`config.mk`:
```
export PLATFORM = sky130hd
export DESIGN_NAME = address_generator
export DESIGN_NICKNAME = d
export VERILOG_FILES = /design/src/rtl/nn_pkg.sv /design/src/rtl/wrap_counter.sv /design/src/rtl/address_generator.sv
export SDC_FILE = /design/constraint.sdc
export NUM_CORES = 1
export LEC_CHECK = 0
export ABC_CLOCK_PERIOD_IN_PS = 1400
export CORE_UTILIZATION = 41
export DETAILED_ROUTE_END_ITERATION = 12
export GPL_TIMING_DRIVEN = 1
export HOLD_SLACK_MARGIN = 0.15
export PLACE_DENSITY = 0.71
export SYNTH_ARGS = -nofsm -noshare
export SYNTH_HDL_FRONTEND = slang
export SYNTH_SLANG_ARGS = --single-unit
```
`constraint.sdc`:
```
create_clock -name clk -period 1.4 [get_ports clk]
set_input_delay 0.28 -clock clk [delete_from_list [all_inputs] [get_ports clk]]
set_output_delay 0.28 -clock clk [all_outputs]
set_load 0.005 [all_outputs]
```
`src/rtl/nn_pkg.sv`:
```
// nn_pkg: shared definitions for the neural-network datapath blocks.
//   ag_state_t   - address generator / control unit handshake states
//   addr_width() - address width for a given number of locations (min 1 bit)
package nn_pkg;

    typedef enum logic [1:0] {
        ST_IDLE = 2'd0,
        ST_RUN  = 2'd1,
        ST_DONE = 2'd2
    } ag_state_t;

    function automatic int unsigned addr_width(input int unsigned depth);
        return (depth < 2) ? 1 : $clog2(depth);
    endfunction

endpackage

```
`src/rtl/wrap_counter.sv`:
```
// wrap_counter: modulo-MODULUS up-counter.
//   clk   - rising-edge clock
//   reset - asynchronous active-high reset, forces count to 0
//   clear - synchronous clear, has priority over en
//   en    - advance by one; wraps from MODULUS-1 to 0
//   count - current count
//   wrap  - high in the cycle an enabled advance wraps to 0
module wrap_counter
    import nn_pkg::*;
#(
    parameter int unsigned MODULUS = 4
) (
    input  logic                             clk,
    input  logic                             reset,
    input  logic                             clear,
    input  logic                             en,
    output logic [addr_width(MODULUS)-1:0]   count,
    output logic                             wrap
);

    localparam int unsigned CW = addr_width(MODULUS);
    localparam logic [CW-1:0] LAST = CW'(MODULUS - 1);

    assign wrap = en && (count == LAST);

    always_ff @(posedge clk or posedge reset) begin
        if (reset) begin
            count <= '0;
        end else if (clear) begin
            count <= '0;
        end else if (en) begin
            count <= wrap ? '0 : count + CW'(1);
        end
    end

endmodule

```
`src/rtl/address_generator.sv`:
```
// address_generator: walks the weight and input-vector addresses for one
// layer, neuron by neuron, one address per AG_read from the control unit.
//   clk        - rising-edge clock
//   reset      - asynchronous active-high reset
//   AG_rst     - synchronous restart to IDLE (overrides AG_read)
//   AG_read    - start the sweep (IDLE) / consume the current address (RUN)
//   w_addr     - weight address, neuron_idx*N_INPUTS + x_addr
//   x_addr     - input-vector address
//   neuron_idx - current neuron
//   addr_valid - addresses are valid (RUN)
//   last_input - current address is the last input of the neuron
//   done       - all N_INPUTS*N_NEURONS addresses consumed
module address_generator
    import nn_pkg::*;
#(
    parameter int unsigned N_INPUTS  = 4,
    parameter int unsigned N_NEURONS = 3
) (
    input  logic                                        clk,
    input  logic                                        reset,
    input  logic                                        AG_rst,
    input  logic                                        AG_read,
    output logic [addr_width(N_INPUTS*N_NEURONS)-1:0]   w_addr,
    output logic [addr_width(N_INPUTS)-1:0]             x_addr,
    output logic [addr_width(N_NEURONS)-1:0]            neuron_idx,
    output logic                                        addr_valid,
    output logic                                        last_input,
    output logic                                        done
);

    localparam int unsigned W_W = addr_width(N_INPUTS * N_NEURONS);
    localparam int unsigned X_W = addr_width(N_INPUTS);
    localparam int unsigned N_W = addr_width(N_NEURONS);

    ag_state_t state, state_next;
    logic      consume;
    logic      final_read;
    logic      advance;
    logic      x_last;
    logic      n_last;
    logic      x_wrap;
    // The final read stops the sweep before the neuron counter could wrap.
    logic      neuron_wrap_unused;

    assign x_last  = (x_addr == X_W'(N_INPUTS - 1));
    assign n_last  = (neuron_idx == N_W'(N_NEURONS - 1));
    assign advance = consume && !final_read;

    always_ff @(posedge clk or posedge reset) begin
        if (reset) begin
            state <= ST_IDLE;
        end else begin
            state <= state_next;
        end
    end

    always_comb begin
        state_next = state;
        consume    = 1'b0;
        final_read = 1'b0;
        if (AG_rst) begin
            state_next = ST_IDLE;
        end else begin
            case (state)
                ST_IDLE: begin
                    if (AG_read) state_next = ST_RUN;
                end
                ST_RUN: begin
                    if (AG_read) begin
                        consume = 1'b1;
                        if (x_last && n_last) begin
                            final_read = 1'b1;
                            state_next = ST_DONE;
                        end
                    end
                end
                ST_DONE: begin
                    state_next = ST_DONE;
                end
                default: begin
                    state_next = ST_IDLE;
                end
            endcase
        end
    end

    wrap_counter #(.MODULUS(N_INPUTS)) u_x_counter (
        .clk   (clk),
        .reset (reset),
        .clear (AG_rst),
        .en    (advance),
        .count (x_addr),
        .wrap  (x_wrap)
    );

    wrap_counter #(.MODULUS(N_NEURONS)) u_neuron_counter (
        .clk   (clk),
        .reset (reset),
        .clear (AG_rst),
        .en    (x_wrap),
        .count (neuron_idx),
        .wrap  (neuron_wrap_unused)
    );

    // w_addr steps alongside x_addr, so it tracks neuron_idx*N_INPUTS+x_addr
    // without a multiplier.
    always_ff @(posedge clk or posedge reset) begin
        if (reset) begin
            w_addr     <= '0;
            addr_valid <= 1'b0;
            done       <= 1'b0;
        end else begin
            if (AG_rst) begin
                w_addr <= '0;
            end else if (advance) begin
                w_addr <= w_addr + W_W'(1);
            end
            addr_valid <= (state_next == ST_RUN);
            done       <= (state_next == ST_DONE);
        end
    end

    assign last_input = addr_valid && x_last;

endmodule

```
Yosys cells after proc, flatten, opt, wreduce, memory -nomap -nowiden --
Cells that the tools add are included.
Cells by class: $add $sub $neg 3, equality and inequality tests 6, mux-type cells 20, reductions and logical operators 9
Operators by type and width (number):
- 2-to-1 mux 2 bit | 10
- == test 2 bit (second input constant) | 4
- 2-to-1 mux 4 bit | 2
- 2-to-1 mux 1 bit | 7
- case mux 2 bit (3 select lines) | 1
- logical AND 1 bit | 5
- adder 2 x 1 -> 2 bit (second input constant) | 2
- adder 4 x 1 -> 4 bit (second input constant) | 1
- == test 2 x 1 -> 1 bit (second input constant) | 2
- nonzero test 2 bit | 2
- logical NOT 2 bit | 1
- logical NOT 1 bit | 1
Word-level totals: flip-flop bits (word level) 12, output and inout bits 11, logic and storage cells 44

Depth between registers and ports, before layout --
depth in word-level cells 13, mapped depth 5, gate-level depth less buffers 4

Modules after synthesis --
A second synthesis with hierarchy kept.
Unflattened totals: cells, all modules 59, area total of the unflattened synthesis 619.3 µm²
Modules (own cells, without submodules):
- address_generator | times used 1, cells each 38, area each 409.1 µm²
- wrap_counter at u_x_counter | times used 1, cells each 10, area each 110.1 µm²
- wrap_counter at u_neuron_counter | times used 1, cells each 11, area each 100.1 µm²

Worst setup path before layout --
No wires, ideal clock.
path kind register to register, from register u_x_counter.count[0], to register w_addr[3], arrival 1.513 ns, data required time 1.323 ns, path slack -0.191 ns, cell stages (with the launch flop) 6, period minus slack after synthesis 1.591 ns, path through dfrtp_1 ha_1 and3b_1 buf_6 or4_1 a21oi_1
Between the ends: longest elaborated chain between the ends 9
Ends and longest elaborated chain:
- start, declared | RTL line wrap_counter.sv:17 | output logic [addr_width(MODULUS)-1:0] count,
- start signal, assigned | RTL line wrap_counter.sv:32 | count <= wrap ? '0 : count + CW'(1);
- == test 2 bit | RTL line address_generator.sv:45 | assign x_last = (x_addr == X_W'(N_INPUTS - 1));
- logical AND 1 bit | RTL line address_generator.sv:71 | if (x_last && n_last) begin
- 2-to-1 mux 1 bit | RTL line address_generator.sv:71
- 2-to-1 mux 1 bit | RTL line address_generator.sv:69 | if (AG_read) begin
- 2-to-1 mux 1 bit | RTL line address_generator.sv:64 | case (state)
- 2-to-1 mux 1 bit | RTL line address_generator.sv:61 | if (AG_rst) begin
- logical NOT 1 bit | RTL line address_generator.sv:47 | assign advance = consume && !final_read;
- logical AND 1 bit | RTL line address_generator.sv:47
- nonzero test 2 bit (no source line)
- end signal, assigned | RTL line address_generator.sv:116 | w_addr <= w_addr + W_W'(1);
- end, declared | RTL line address_generator.sv:23 | output logic [addr_width(N_INPUTS*N_NEURONS)-1:0] w_addr,
No other way between the ends. A chain may end at the register's enable or synchronous reset.

Final worst setup path --
Same ends and word-level chain as after synthesis.

==> implementation parameters <==
Parameter                              Value

Logic synthesis
  Part of the Yosys area used for sequential elements    0.488
  Post-Syn Nets    61
  Dominant cells by area after synthesis    dfrtp_1, a21oi_1, nand4bb_4, ha_1, mux2i_1
  Number of warnings printed during yosys synthesis    0
  Number of synthesized flops with an enable pin    0
  Number of instances in the synthesized netlist    55
  Synth area leader    dfrtp_1
  Most used flip-flop cell after synthesis    dfrtp_1
  Yosys cell types    26
  Netlist area before placement    616 µm²
  Synthesized flop and latch total    12
  Proportion of netlist area held by the largest area contributor    0.488
  Syn_area_per_cell    11.2 µm²
  Share of flip-flops with an asynchronous set or reset after synthesis    1.00

CTS
  Buffers from clock root to sink, at most    2
  Insertion delay of the later-clocked pin in the worst-skew pair    0.28 ns
  Htree depth    1
  Clock tree sinks    12
  Clock tree root driver cell    clkbuf_4
  TritonCTS clock tree    done
  Number of clock buffers inserted by TritonCTS    3
  Clk pin slew, worst setup/hold paths    roughly 0.080 ns

STA
  Max Fclk    639 MHz
  Smallest setup slack after layout    -0.164 ns
  Endpoints failing setup    8
  Max Clock Skew    approximately 0.0035 ns
  Final critical path time including I/O delays and setup    about 1.6 ns
  Number of failing hold endpoints at the final stage    0
  Fin Hold WS    0.305 ns
  Worst max-slew margin expressed relative to the limit    0.678
  Unrepaired setup endpoints after global routing    yes
  Final clock period utilization by the worst path    1.12
  Slew Limit Fails    0
  Worst slew pin tran    0.483 ns

GRT
  Grt ovf    0
  Antenna violations before repair    0
  GR Util All Layers    0.223
  Wire length of the first global-routing pass    about 2300 µm
  Largest net degree at the start of global routing    13
  Number of global-route vias before repair    515

Placement
  Final GP Congestion    0.750
  Post-detail-place hpwl    948 µm
  DP Worst Slack    -0.342 ns
  I/O Buffers    14
  Cell Area, Placed    approximately 840 µm²

Setup path
  Beginning of the worst register-to-register path    u_x_counter.count[0]
  WP data required    1.61 ns
  End point of the critical path    w_addr[3]
  Maximum fanout along the worst path    6
  Worst Reg2Reg Path Length in Cells    5
  Critical path class    flop to flop
  Type of origin of the critical path    flop
  Sort of element at the end of the critical path    flop
  Critical Path Start    u_x_counter.count[0]
  Worst setup slack for register-to-register paths    -0.16 ns
  Worst EP arrival    approximately 1.8 ns
  Reg-to-reg endpoint    w_addr[3]

Pwr
  Psw    about 0.18 mW
  Clock group share of total power    0.398
  Int Pwr    0.553 mW
  Combinational share of power    0.109
  Largest voltage drop on the vdd net    486 µV
  Share of total power in sequential cells    0.492
  Overall power consumption    between 0.7 and 0.8 mW
  Net Sw Frac    0.243
  Power density over cell area    roughly 730 nW/µm²
  Leakage power    0.537 nW

Final layout
  Share of post-route cells with drive strength above 1    0.430
  Post-synthesis to final-layout area growth    62.2%
  Utilization of the core after routing    0.740
  Commonest non-fill, non-tap cell in the layout    buf_4
  Post-Layout Inst Area    998 µm²
  Antenna diode instance count    0
  Nets    100
  Most frequent cells in the layout    buf_4, dfrtp_1, dlygate4sd2_1

Floorplan
  Std-Cell Rows    13
  Die height    slightly above 40 µm
  Die outline area    1660 µm²
  Core Area    1350 µm²
  Starting density of the core    0.456
  Io pins    15
  Width of the die    slightly above 40 µm

Route
  Per-cell via count in the routed design    5.32
  Number of DRC markers after the initial detailed-route iteration    1
  Post-route DRC violation count    0
  Via count    ~580
  First-pass iteration count of the detailed router    4
  Average routed wire per standard cell    15.1 µm
  Total Routed Length    1640 µm
  Number of nets with antenna violations after detailed routing    0

Run status
  Outcome    finished with violations
  Failing checks    setup timing

Run
  Total of max-cap violations    0

Min path
  Tightest Hold Check Type    primary input to asynchronous set/reset pin
[routing by layer]
layer / wire length [µm] / up-vias / track usage
met5: 0 / - / 0
met4: 57 / 0 / 0.0750
met3: 79 / 6 / 0.0652
met2: 776 / 17 / 0.353
met1: 721 / 271 / 0.288
li1: - / 281 / -
[metrics by stage]
stage	std cells	TNS, ns
2_1_floorplan	55	-0.0534
3_3_place_gp	93	-2.04
3_5_place_dp	93	-2.36
4_1_cts	105	-0.591
5_1_grt	108	-1.02
6_report	108	-0.757
[critical path, stage by stage (launching register included)]
cell and delay (ns):
dfrtp_1 0.39, ha_2 0.20, buf_6 0.12, and3b_2 0.23
or4_1 0.40, a21oi_1 0.14
[registers in the layout (all words and copies together) (netlist names)]
signal / count
addr_valid: 1
state: 2
done: 1
u_neuron_counter.count: 2
w_addr: 4
u_x_counter.count: 2
[power by group through the flow]
| stage | Sequential [mW] | Clock [mW] | Combinational [mW] |
|---|---|---|---|
| 6_report | 0.360 | 0.291 | 0.0799 |
| 4_1_cts | 0.360 | 0.294 | 0.0775 |
| 3_5_place_dp | 0.368 | 0 | 0.0683 |
| 2_1_floorplan | 0.367 | 0 | 0.0256 |
| 5_1_grt | 0.361 | 0.310 | 0.0868 |
| 3_3_place_gp | 0.367 | 0 | 0.0670 |
[cells by family after synthesis]
family | after synthesis | synth area share
DFF | 12 | 0.488
buffers and inverters | 4 | 0.0386
muxes | 4 | 0.0691
AOI/OAI and AO/OA | 10 | 0.0854
and+or+nand+nor | 23 | 0.278
adders and majority gates | 2 | 0.0406
[cells in the mapped netlist, types with 2 or more instances]
library cell,count
nor2b_1,2
ha_1,2
or3_1,2
inv_1,2
o21ai_0,3
a21oi_1,6
mux2i_1,2
nand3_1,3
nand2b_1,3
or4_1,2
dfrtp_1,12
nor4_1,2
[repair_timing]
item	4_1_cts	5_1_grt
pin swaps	3	2
setup endpoints to repair	15	12
hold buffers	0	0
buffers inserted	8	3
resized for setup	25	6
[layout make-up]
cell class                      instances  area, µm²
Fill cell                              99        352
Tap cell                               15       18.8
Timing Repair Buffer                   36        297
Inverter                                2       7.51
Clock buffer                            4       36.3
Sequential cell                        12        300
Multi-Input combinational cell         39        339
[worst min-delay path by stage]
stage | slack [ns] | startpoint | endpoint
floorplan | 0.14 | reset | addr_valid
global placement | 0.49 | w_addr[2] | w_addr[2]
detailed placement | 0.51 | w_addr[2] | w_addr[2]
CTS | 0.33 | reset | u_neuron_counter.count[1]
global route | 0.36 | reset | w_addr[0]
finish | 0.30 | reset | done
Note: power is estimated with default switching activity, not from simulation.
